### config.mk
export PLATFORM = sky130hd
export DESIGN_NAME = prbs_bert_ctrl
export DESIGN_NICKNAME = d
export VERILOG_FILES = /design/src/rtl/prbs_bert_ctrl.sv
export SDC_FILE = /design/constraint.sdc
export NUM_CORES = 1
export LEC_CHECK = 0
export BUFFER_PORTS_ARGS = -buffer_cell sky130_fd_sc_hd__buf_2
export CAP_MARGIN = 20
export CORE_ASPECT_RATIO = 0.7
export CORE_UTILIZATION = 53
export DETAILED_ROUTE_END_ITERATION = 12
export MAX_ROUTING_LAYER = met4
export PLACE_DENSITY = 0.72
export SLEW_MARGIN = 0
export SYNTH_ARGS = -nofsm -noshare
export SYNTH_HDL_FRONTEND = slang
export SYNTH_SLANG_ARGS = --single-unit
### constraint.sdc
create_clock -name clk -period 2.4 [get_ports clk]
set_clock_uncertainty 0.2 [all_clocks]
set_input_delay 0.24 -clock clk [delete_from_list [all_inputs] [get_ports clk]]
set_output_delay 0.24 -clock clk [all_outputs]
set_load 0.01 [all_outputs]
### src/rtl/prbs_bert_ctrl.sv
// prbs_bert_ctrl: sequences a PRBS31 bit-error-rate test.
// The sequence is: seed the checker (LOAD), wait for a clean stretch (SYNC),
// count errors over a selectable window (RUN), then hold the results (DONE).
module prbs_bert_ctrl (
    input  logic        clk,
    input  logic        rst_n,
    input  logic        start,
    input  logic        abort,
    input  logic [1:0]  win_sel,
    input  logic        err_bit,
    output logic        gen_en,
    output logic        chk_load,
    output logic        chk_en,
    output logic        busy,
    output logic        locked,
    output logic        done,
    output logic        lock_fail,
    output logic [15:0] err_cnt
);

    typedef enum logic [2:0] {
        ST_IDLE,
        ST_LOAD,
        ST_SYNC,
        ST_RUN,
        ST_DONE
    } state_t;

    // Last LOAD cycle index: 31 cycles spent shifting the seed into the checker.
    localparam logic [15:0] LOAD_LAST  = 16'd30;
    // Last SYNC cycle index before giving up on lock.
    localparam logic [15:0] SYNC_LAST  = 16'd1023;
    // Clean count already reached when the 64th consecutive clean bit arrives.
    localparam logic [6:0]  CLEAN_LAST = 7'd63;

    state_t      state_q,     state_d;
    logic [15:0] cyc_q,       cyc_d;
    logic [6:0]  clean_q,     clean_d;
    logic [1:0]  win_q,       win_d;
    logic [15:0] err_cnt_q,   err_cnt_d;
    logic        locked_q,    locked_d;
    logic        lock_fail_q, lock_fail_d;
    logic        done_q,      done_d;
    logic        gen_en_q,    gen_en_d;
    logic        chk_load_q,  chk_load_d;
    logic        chk_en_q,    chk_en_d;
    logic        busy_q,      busy_d;
    logic [15:0] win_last;
    logic        start_ok;
    logic        active_d;

    // Final RUN cycle index for the window latched at start: 2^(10+2*win) - 1.
    always_comb begin
        win_last = 16'h03FF;
        case (win_q)
            2'd0:    win_last = 16'h03FF;
            2'd1:    win_last = 16'h0FFF;
            2'd2:    win_last = 16'h3FFF;
            default: win_last = 16'hFFFF;
        endcase
    end

    // Next-state, counter and result logic; abort overrides everything else.
    always_comb begin
        state_d     = state_q;
        win_d       = win_q;
        clean_d     = clean_q;
        err_cnt_d   = err_cnt_q;
        locked_d    = locked_q;
        lock_fail_d = lock_fail_q;
        start_ok    = start && !abort;
        // The cycle counter runs only while a test is active.
        cyc_d       = (state_q == ST_LOAD || state_q == ST_SYNC || state_q == ST_RUN)
                      ? cyc_q + 16'd1 : 16'd0;

        case (state_q)
            ST_IDLE, ST_DONE: begin
                // A new test starts from a clean slate; the window is frozen here.
                if (start_ok) begin
                    state_d     = ST_LOAD;
                    win_d       = win_sel;
                    err_cnt_d   = 16'd0;
                    locked_d    = 1'b0;
                    lock_fail_d = 1'b0;
                end
            end
            ST_LOAD: begin
                if (cyc_q == LOAD_LAST) begin
                    state_d = ST_SYNC;
                end
            end
            ST_SYNC: begin
                clean_d = err_bit ? 7'd0 : clean_q + 7'd1;
                // A lock on the very last SYNC cycle still counts as a lock.
                if (!err_bit && clean_q == CLEAN_LAST) begin
                    locked_d = 1'b1;
                    state_d  = ST_RUN;
                end else if (cyc_q == SYNC_LAST) begin
                    lock_fail_d = 1'b1;
                    state_d     = ST_DONE;
                end
            end
            ST_RUN: begin
                if (err_bit && err_cnt_q != 16'hFFFF) begin
                    err_cnt_d = err_cnt_q + 16'd1;
                end
                if (cyc_q == win_last) begin
                    state_d = ST_DONE;
                end
            end
            default: begin
                state_d = ST_IDLE;
            end
        endcase

        // Abort returns to IDLE, drops status flags and leaves err_cnt untouched,
        // including the error bit of the abort cycle itself.
        if (abort && state_q != ST_IDLE) begin
            state_d     = ST_IDLE;
            err_cnt_d   = err_cnt_q;
            locked_d    = 1'b0;
            lock_fail_d = 1'b0;
        end

        // Both counters restart on every state change.
        if (state_d != state_q) begin
            cyc_d   = 16'd0;
            clean_d = 7'd0;
        end

        // Outputs are decoded from the next state so they line up with the state register.
        active_d   = (state_d == ST_LOAD) || (state_d == ST_SYNC) || (state_d == ST_RUN);
        gen_en_d   = active_d;
        busy_d     = active_d;
        chk_load_d = (state_d == ST_LOAD);
        chk_en_d   = (state_d == ST_SYNC) || (state_d == ST_RUN);
        done_d     = (state_d == ST_DONE);
    end

    // State, counters and registered outputs; reset clears everything at once.
    always_ff @(posedge clk or posedge rst_n) begin
        if (rst_n) begin
            state_q     <= ST_IDLE;
            cyc_q       <= 16'd0;
            clean_q     <= 7'd0;
            win_q       <= 2'd0;
            err_cnt_q   <= 16'd0;
            locked_q    <= 1'b0;
            lock_fail_q <= 1'b0;
            done_q      <= 1'b0;
            gen_en_q    <= 1'b0;
            chk_load_q  <= 1'b0;
            chk_en_q    <= 1'b0;
            busy_q      <= 1'b0;
        end else begin
            state_q     <= state_d;
            cyc_q       <= cyc_d;
            clean_q     <= clean_d;
            win_q       <= win_d;
            err_cnt_q   <= err_cnt_d;
            locked_q    <= locked_d;
            lock_fail_q <= lock_fail_d;
            done_q      <= done_d;
            gen_en_q    <= gen_en_d;
            chk_load_q  <= chk_load_d;
            chk_en_q    <= chk_en_d;
            busy_q      <= busy_d;
        end
    end

    assign gen_en    = gen_en_q;
    assign chk_load  = chk_load_q;
    assign chk_en    = chk_en_q;
    assign busy      = busy_q;
    assign locked    = locked_q;
    assign done      = done_q;
    assign lock_fail = lock_fail_q;
    assign err_cnt   = err_cnt_q;

endmodule

==> results of run 1 <==
routing by layer:
layer  share of wire, %  vias up  routed length [um]
met5                  0        -                   0
met4               0.99        0                  61
met3                4.3        7                 267
met2                 45       54                2770
met1                 50     1110                3060
li1                   -     1119                   -
cell usage in the layout, fill, tap and decap left out, types with 2 or more instances in the layout:
cell | Yosys | routed
a21oi_1 | 8 | 8
a21oi_4 | 1 | 2
a31oi_1 | 4 | 4
and2_1 | 5 | 5
and3_1 | 11 | 11
buf_2 | 0 | 29
buf_4 | 2 | 32
buf_6 | 2 | 2
clkbuf_8 | 0 | 8
dfrtp_1 | 50 | 50
dlygate4sd3_1 | 0 | 3
ha_1 | 4 | 3
inv_1 | 5 | 4
nand2_1 | 22 | 22
nand3_1 | 15 | 15
nand4_1 | 13 | 13
nor2_1 | 34 | 34
nor2_2 | 10 | 10
nor2b_1 | 5 | 4
nor3_1 | 16 | 9
nor3_2 | 0 | 6
nor3b_1 | 2 | 2
nor4_1 | 4 | 3
o21ai_0 | 8 | 7
or2_2 | 2 | 2
xnor2_1 | 13 | 13
xor2_1 | 19 | 19
cells by family after synthesis:
logic type | Yosys count | synth area share, %
buffers and inverters | 16 | 3.05
multiplexers | 1 | 0.370
adder cells (fa/ha/maj) | 5 | 2.22
AND/OR/NAND/NOR | 150 | 29.1
flip-flops | 50 | 46.3
AO/OA/AOI/OAI | 32 | 8.65
XOR/XNOR | 32 | 10.4
state kept, by name, indices dropped and copies added (netlist names):
name / count
err_cnt: 16
chk_load: 1
state_q: 3
clean_q: 7
busy: 1
locked: 1
chk_en: 1
done: 1
win_q: 2
lock_fail: 1
cyc_q: 16
per-stage QoR:
step	cell area (sq um)	TNS, ns	std cells	setup WS (ns)	hold slack, ns
finish	3460	-0.00297	420	-0.00157	0.0413
global route	3460	-1.58	420	-0.0950	0.0514
CTS	3370	0	418	0.000443	0.0463
detailed placement	3100	-2.58	402	-0.200	0.244
global placement	3100	-0.762	402	-0.0675	0.238
floorplan	2710	-0.0868	286	-0.00940	0.142
power by group through the flow:
stage,clock network (mW),logic (mW),registers [mW]
after CTS,0.574,0.883,0.966
after global placement,0,0.727,0.983
final,0.571,0.938,0.972
after floorplan,0,0.467,0.996
after global routing,0.619,1.03,0.985
after detailed placement,0,0.732,0.987
worst max-delay path: cells and delay by family (launching register included):
family	cells	cell delay, ns
simple gates	3	0.99
compound gates	3	0.49
flops	1	0.39
buf+inv	1	0.22
area by class of cell:
| class | count | area [sq um] |
|---|---|---|
| fill | 379 | 1370 |
| inverter | 5 | 18.8 |
| clock buffer | 8 | 110 |
| sequential | 50 | 1250 |
| timing repair buffer | 68 | 483 |
| multi-input combinational | 220 | 1520 |
| tap | 69 | 86.3 |
worst max-delay path by stage:
stage,start,to,slack [ns]
2_1_floorplan,state_q[1]$_DFF_PP0_,cyc_q[7]$_DFF_PP0_,-0.009
3_3_place_gp,cyc_q[0]$_DFF_PP0_,chk_en$_DFF_PP0_,-0.07
3_5_place_dp,cyc_q[0]$_DFF_PP0_,chk_en$_DFF_PP0_,-0.20
4_1_cts,state_q[2]$_DFF_PP0_,cyc_q[6]$_DFF_PP0_,0.0004
5_1_grt,state_q[1]$_DFF_PP0_,cyc_q[11]$_DFF_PP0_,-0.1
6_report,state_q[1]$_DFF_PP0_,cyc_q[7]$_DFF_PP0_,-0.002
repair_timing:
action                                  in CTS  in global routing
endpoints found under the setup margin      26                 30
buffers inserted                             4                  2
hold endpoints to repair                    52                  0
pin swaps                                    4                 10
hold buffers                                 3                  0
cloned                                       1                  0
gates resized for setup                     13                 18
==> impl_metrics.json, run 1 <==
{
  "status": "finished, violations left",
  "failed_checks": "setup timing",
  "worstHoldEndpoint": "lock_fail$_DFFE_PP0P_",
  "drive_above_1_share_pct": 31.9,
  "slew_viol_final": 0,
  "worst_pin_slew_ns": 0.614,
  "clk_latency_ns": 0.31,
  "hold_viol": 0,
  "first_pass_iters": 4,
  "crit_type": "reg2reg",
  "cts_tree": "done",
  "yosys_register_bits": 50,
  "grt_pass1_vias": 2045,
  "p_int_mw": 1.66,
  "ant_nets": 0,
  "rows": 21,
  "diodes": 0,
  "yosysMostFrequentCell": "dfrtp_1",
  "grt-ovfl-total": 0,
  "yosysTopAreaCellShare_pct": 46.3,
  "fp.dieH_um": 61.8,
  "synth_area_leader_cell": "dfrtp_1",
  "slowest_stage": "or4_4",
  "reg2reg_slack_ns": -0.002,
  "syn-cell-area_sq_mm": 0.00270,
  "seqPwrFrac_pct": 39.2,
  "wl_mm": 6.16,
  "grt_pass1_wl_mm": 10.0,
  "clock.fmax_mhz": 416,
  "rsz0062_at_grt": "true",
  "crit_path_end_kind": "register",
  "cts_buffers": 5,
  "synthFlopType": "dfrtp_1",
  "drt-vias-per-instance": 5.45,
  "p_leak_nw": 1.60,
  "clockPowerShare_pct": 23.0,
  "synthArstFlopShare_pct": 100,
  "final_core_util_pct": 71.7,
  "grt.busiest_layer": "met2",
  "use_met2_pct": 37.3,
  "port-buffer-count": 29,
  "post-route-drc-count": 0,
  "holdCritStartpoint": "abort",
  "start_kind": "register",
  "cellPowerDensity_mw_per_mm2": 716,
  "hpwl_mm": 4.20,
  "synth_area_leaders": "dfrtp_1 (46%), xor2_1 (6.2%), nor2_1 (4.7%)",
  "ir_drop_v": 0.000393,
  "cp_cell_sequence": "or3b_4, or4_4, a21oi_4, o2bb2ai_4, o211ai_4, clkbuf_16, nor2_2",
  "gp_congestion": 0.846,
  "clock-sinks": 50,
  "cpPeakStageDelay_ns": 0.54,
  "grt.total_usage_pct": 25.4,
  "reg2reg_depth": 7,
  "core_sq_mm": 0.00483,
  "post-route-period-util_pct": 100,
  "dr.first_iter.drc_count": 126,
  "syn_area_per_cell_sq_um": 9.45,
  "r2r_end": "cyc_q[7]$_DFF_PP0_",
  "r2r_start": "state_q[1]$_DFF_PP0_",
  "setup_viol": 2,
  "via_count": 2290,
  "die_area_sq_mm": 0.00540,
  "use_met1_pct": 36.7,
  "combPwrFrac_pct": 37.8,
  "syn-num-nets": 297,
  "arrival_ns": 2.40,
  "synth_edf_count": 0,
  "synth_common_cells": "dfrtp_1 (50), nor2_1 (34), nand2_1 (22)",
  "clkTransAtPathRegs_ns": 0.09,
  "cts_root_buf": "clkbuf_8",
  "seq_area_frac_synth_pct": 46.3,
  "cts-htree-levels": 2,
  "start_util_pct": 55.9,
  "fin_nets": 361,
  "total_power_mw": 2.48,
  "antenna_found_initial": 0,
  "finalCriticalPeriod_ns": 2.40,
  "grtUsageMet3_pct": 3.96,
  "min_path_type": "in2reg",
  "die_w_um": 87.4,
  "setup_ws_ns": -0.00157,
  "synth.distinct_cells": 45,
  "critPathRequiredTime_ns": 2.40,
  "whs_path_depth": 2,
  "yosysWarnings": 0,
  "syn_to_final_growth_pct": 28.1,
  "critical_path_peak_fanout": 8,
  "maxCapViolCount": 0,
  "avgRoutedWirePerCell_um": 14.7,
  "slew_headroom_pct": 59.1,
  "swShare_pct": 33.3,
  "grt_max_degree": 51,
  "syn_inst": 286,
  "cts_buffer_depth": 2,
  "ioPinCount": 30,
  "p_sw_mw": 0.826
}
Note: power is estimated with default switching activity, not from simulation.
==> inputs of run 2 (changes only) <==
- CTS_CLUSTER_DIAMETER: not set -> 150
- REMOVE_ABC_BUFFERS: not set -> 1
==> run 2 against run 1 <==
The flow now finishes without violations; hold slack got worse by 0.022 ns; setup slack improved by 0.0079 ns; total power fell by 2.1%; global-route usage rose by 0.77 points; routed wire length rose by 1.1%; combinational power fell by 9.7%; sequential cell count did not move; clock power rose by 5.4%; non-clock buffer count fell by 8; largest power group unchanged.
==> impl_metrics.json, run 2 (synthesis results as in run 1) <==
{
  "start_util_pct": 55.9,
  "grt_pass1_wl_mm": 10.2,
  "finalCriticalPeriod_ns": 2.39,
  "hold_slack_ns": 0.0196,
  "topRoutingLayerUsed": "met4",
  "post-route-period-util_pct": 99.7,
  "clk_latency_ns": 0.31,
  "reg2reg_depth": 7,
  "grt-ovfl-total": 0,
  "min_path_type": "in2reg",
  "maxCapViolCount": 0,
  "hold_viol": 0,
  "holdCritStartpoint": "abort",
  "core_sq_mm": 0.00483,
  "critPathRequiredTime_ns": 2.40,
  "routed-wl-met3_um": 226,
  "fin_area_sq_mm": 0.00339,
  "drt-vias-per-instance": 5.42,
  "slowest_stage": "or4_4",
  "cts_tree": "done",
  "final_core_util_pct": 70.0,
  "clock-sinks": 50,
  "arrival_ns": 2.39,
  "die_w_um": 87.4,
  "diodes": 0,
  "slew_headroom_pct": 70.9,
  "crit_type": "reg2reg",
  "rsz0062_at_grt": "true",
  "mostFrequentLayoutCell": "dfrtp_1",
  "gp_congestion": 0.896,
  "ant_nets": 0,
  "cpPeakStageDelay_ns": 0.54,
  "ioPinCount": 30,
  "cts_buffers": 5,
  "cp_cell_sequence": "or3b_4, or4_4, a21oi_4, o2bb2ai_2, o211ai_4, buf_12, nor2_1",
  "cellPowerDensity_mw_per_mm2": 717,
  "crit_path_end_kind": "register",
  "placed_cell_area_sq_mm": 0.00308,
  "worst_pin_slew_ns": 0.435,
  "worstSetupEndpoint": "cyc_q[4]$_DFF_PP0_",
  "cts_buffer_depth": 2,
  "post-route-drc-count": 0,
  "slew_viol_final": 0,
  "reg2reg_slack_ns": 0.006,
  "avgRoutedWirePerCell_um": 15.1,
  "ir_drop_v": 0.000510,
  "grt_pass1_vias": 2115,
  "antenna_found_initial": 0,
  "syn_to_final_growth_pct": 25.2,
  "hpwl_mm": 4.28,
  "critical_path_peak_fanout": 8,
  "fin_nets": 353,
  "cts_root_buf": "clkbuf_8",
  "final_cell_mix": "dfrtp_1 (50), nor2_1 (34), buf_2 (29)",
  "via_count": 2233,
  "cts-htree-levels": 2,
  "rows": 21,
  "setup_viol": 0,
  "grt_max_degree": 51,
  "setup_ws_ns": 0.00634,
  "drive_above_1_share_pct": 29.7,
  "clock.fmax_mhz": 418,
  "die_area_sq_mm": 0.00540,
  "port-buffer-count": 29,
  "dr.first_iter.drc_count": 116,
  "worstSetupStartpoint": "state_q[0]$_DFF_PP0_",
  "r2r_end": "cyc_q[4]$_DFF_PP0_",
  "fp.dieH_um": 61.8,
  "first_pass_iters": 4,
  "status": "completed",
  "r2r_start": "state_q[0]$_DFF_PP0_",
  "wl_mm": 6.23,
  "clkTransAtPathRegs_ns": 0.10,
  "wl_met1_mm": 3.21,
  "grt.total_usage_pct": 26.2,
  "route.met2.wl_mm": 2.75,
  "pre_cts_ws_ns": -0.136,
  "start_kind": "register",
  "p_leak_nw": 1.53
}
[run 2: timing repair]
item | in CTS | in global routing
hold buffers | 3 | 0
endpoints found under the setup margin | 26 | 34
hold endpoints to repair | 52 | 0
pin swaps | 8 | 5
setup buffers | 1 | 1
gates resized for setup | 11 | 12
gates cloned | 1 | 0
[run 2: critical path: cells and delay by family (launching register included)]
family	cells	cell delay (ns)
flops	1	0.40
buf+inv	1	0.17
simple gates	3	0.98
compound gates	3	0.54
[run 2: worst min path at each step]
stage	to	slack [ns]	depth (start not counted)
global route	lock_fail$_DFFE_PP0P_	0.04	2
floorplan	lock_fail$_DFFE_PP0P_	0.14	1
global placement	err_cnt[6]$_DFFE_PP0P_	0.10	3
finish	lock_fail$_DFFE_PP0P_	0.02	2
detailed placement	err_cnt[7]$_DFFE_PP0P_	0.11	3
CTS	lock_fail$_DFFE_PP0P_	0.02	2
[run 2: per-stage QoR]
| stage | TNS, ns | total power, mW | std cells |
|---|---|---|---|
| after global placement | -0.972 | 1.68 | 398 |
| after floorplan | -4.03 | 1.41 | 275 |
| after CTS | -0.0147 | 2.40 | 411 |
| after detailed placement | -2.32 | 1.70 | 398 |
| final | 0 | 2.43 | 412 |
| after global routing | -1.94 | 2.56 | 412 |
[run 2: final cells by class]
class / instances / area, sq um
Sequential cell: 50 / 1250
Tap cell: 69 / 86.3
Multi-Input combinational cell: 220 / 1490
Inverter: 5 / 18.8
Clock inverter: 2 / 37.5
Timing Repair Buffer: 60 / 434
Clock buffer: 6 / 72.6
Fill cell: 384 / 1450
[run 2: report_power, final]
group	switching, mW	leakage, nW	total, mW	internal (mW)
combinational	0.457	0.791	0.847	0.389
sequential	0.0646	0.688	0.980	0.916
clock	0.291	0.0514	0.602	0.311
total	0.813	1.53	2.43	1.62
[run 2: routing by layer]
metal | vias up | GRT usage, %
met5 | - | -
met4 | 0 | 5.85
met3 | 7 | 4.76
met2 | 41 | 39.7
met1 | 1079 | 37.0
li1 | 1106 | -
==> inputs of run 3 (changes only) <==
- PLACE_DENSITY: 0.72 -> not set
- PLACE_DENSITY_LB_ADDON: not set -> 0.25
==> run 3 against run 2 <==
The flow now finishes with violations (setup timing); total power is 0.94% lower; global-route usage is 0.10 points lower; register-to-register slack worse by 0.03 ns; largest power group unchanged; hold slack better by 0.025 ns; critical endpoint is now cyc_q[12]$_DFF_PP0_; critical path depth is 3 higher; setup slack worse by 0.034 ns; count of clock-buffer cells in the layout stayed put; sequential power hardly changed; cell area is 1.1% higher; cell count is 1.7% higher; die area stayed put; routed wire length is 0.40% lower.
==> impl_metrics.json, run 3 (synthesis results as in run 1) <==
{
  "drive_above_1_share_pct": 31.7,
  "min_path_type": "in2reg",
  "cts_buffer_depth": 2,
  "route.met2.wl_mm": 2.76,
  "cts-htree-levels": 2,
  "rows": 21,
  "p_sw_mw": 0.831,
  "p_int_mw": 1.58,
  "hold_slack_ns": 0.0450,
  "finalCriticalPeriod_ns": 2.43,
  "ioPinCount": 30,
  "worst_pin_slew_ns": 0.609,
  "first_pass_iters": 4,
  "critical_path.top_delay_family": "simple AND/OR/NAND/NOR gates",
  "ant_nets": 0,
  "wl_met1_mm": 3.08,
  "hpwl_mm": 4.23,
  "fp.dieH_um": 61.8,
  "setup_ws_ns": -0.0280,
  "p_leak_nw": 1.57,
  "seqPwrFrac_pct": 40.6,
  "routed-wl-met3_um": 307,
  "combPwrFrac_pct": 37.1,
  "drt-vias-per-instance": 5.43,
  "status": "finished, violations left",
  "wl_mm": 6.20,
  "start_kind": "register",
  "grt_pass1_wl_mm": 10.1,
  "critical_path_peak_fanout": 8,
  "via_count": 2275,
  "cpPeakStageDelay_ns": 0.45,
  "cts_tree": "done",
  "grt_max_degree": 51,
  "post-route-drc-count": 0,
  "core_sq_mm": 0.00483,
  "worstSetupStartpoint": "cyc_q[0]$_DFF_PP0_",
  "hold_viol": 0,
  "maxCapViolCount": 0,
  "grt_pass1_vias": 2099,
  "start_util_pct": 55.9,
  "clkTransAtPathRegs_ns": 0.09,
  "antenna_found_initial": 0,
  "critPathRequiredTime_ns": 2.40,
  "post-route-period-util_pct": 101,
  "grt-ovfl-total": 0,
  "fill_cells": 374,
  "fin_nets": 360,
  "setup_viol": 16,
  "topRoutingLayerUsed": "met4",
  "cts_buffers": 5,
  "crit_path_end_kind": "register",
  "clock-sinks": 50,
  "clock.fmax_mhz": 412,
  "dr.first_iter.drc_count": 125,
  "rsz0062_at_grt": "true",
  "final_cell_mix": "dfrtp_1 (50), nor2_1 (32), buf_4 (32)",
  "diodes": 0,
  "r2r_start": "cyc_q[0]$_DFF_PP0_",
  "crit_type": "reg2reg",
  "grt.total_usage_pct": 26.1,
  "gp_congestion": 0.876,
  "syn_to_final_growth_pct": 26.7,
  "failed_checks": "setup timing",
  "pre_cts_ws_ns": -0.153,
  "timing.critical_path.buf_inv": 3,
  "slew_viol_final": 0,
  "die_area_sq_mm": 0.00540,
  "fin_area_sq_mm": 0.00342,
  "cp_cell_sequence": "inv_1, ha_1, or4b_4, nor3_2, nand4_1, buf_4, o2bb2ai_4, o211ai_4, buf_16, nor2_2",
  "cellPowerDensity_mw_per_mm2": 703,
  "holdCritStartpoint": "abort",
  "die_w_um": 87.4,
  "swShare_pct": 34.5,
  "cts_root_buf": "clkbuf_8",
  "slowest_stage": "or4b_4",
  "port-buffer-count": 29,
  "clockPowerShare_pct": 22.3,
  "arrival_ns": 2.43,
  "clk_latency_ns": 0.31,
  "placed_cell_area_sq_mm": 0.00310,
  "ir_drop_v": 0.000454,
  "avgRoutedWirePerCell_um": 14.8,
  "slew_headroom_pct": 59.4,
  "mostFrequentLayoutCell": "dfrtp_1"
}
[run 3: final timing paths]
| path | depth (start not counted) | endpoint | slack, ns |
|---|---|---|---|
| min in group asynchronous | 4 | err_cnt[8]$_DFFE_PP0P_ | 0.44 |
| hold / removal | 2 | lock_fail$_DFFE_PP0P_ | 0.05 |
| setup / recovery | 10 | cyc_q[12]$_DFF_PP0_ | -0.03 |
| hold reg to reg | 2 | win_q[0]$_DFFE_PP0P_ | 0.32 |
| max in group asynchronous | 4 | lock_fail$_DFFE_PP0P_ | 1.14 |
| setup reg to reg | 10 | cyc_q[12]$_DFF_PP0_ | -0.03 |
[run 3: area by class of cell]
type | count | area, sq um | area share, %
clock buffers | 6 | 82.6 | 2.41
inverters | 5 | 18.8 | 0.548
repair buffers | 67 | 474 | 13.8
well taps | 69 | 86.3 | 2.52
multi-input cells | 220 | 1500 | 43.7
flip-flops and latches | 50 | 1250 | 36.5
clock inverters | 2 | 16.3 | 0.475
[run 3: power by group through the flow]
stage | Clock, mW | Combinational [mW] | Sequential, mW
4_1_cts | 0.540 | 0.869 | 0.977
2_1_floorplan | 0 | 0.390 | 1.02
6_report | 0.537 | 0.892 | 0.978
3_3_place_gp | 0 | 0.702 | 0.990
3_5_place_dp | 0 | 0.708 | 0.995
5_1_grt | 0.570 | 0.979 | 0.989
[run 3: metrics by stage]
stage	power, mW	utilization [%]	instances	setup TNS (ns)
after floorplan	1.41	-	275	-4.03
after global placement	1.69	64.2	402	-0.879
after detailed placement	1.70	64.2	402	-2.05
after CTS	2.39	69.8	417	-0.620
after global routing	2.54	70.8	419	-3.28
final	2.41	70.8	419	-0.281
[run 3: routing by layer]
metal / global-route usage (%) / vias up
li1: - / 1125
met1: 37.7 / 1077
met2: 38.6 / 65
met3: 3.96 / 8
met4: 7.03 / 0
met5: - / -
[run 3: timing repair]
action,CTS,global route
pin swaps,10,4
setup buffers,3,2
gates resized for setup,19,6
endpoints found under the setup margin,26,38
gates cloned,1,0
endpoints found under the hold margin,52,0
hold buffers,3,0
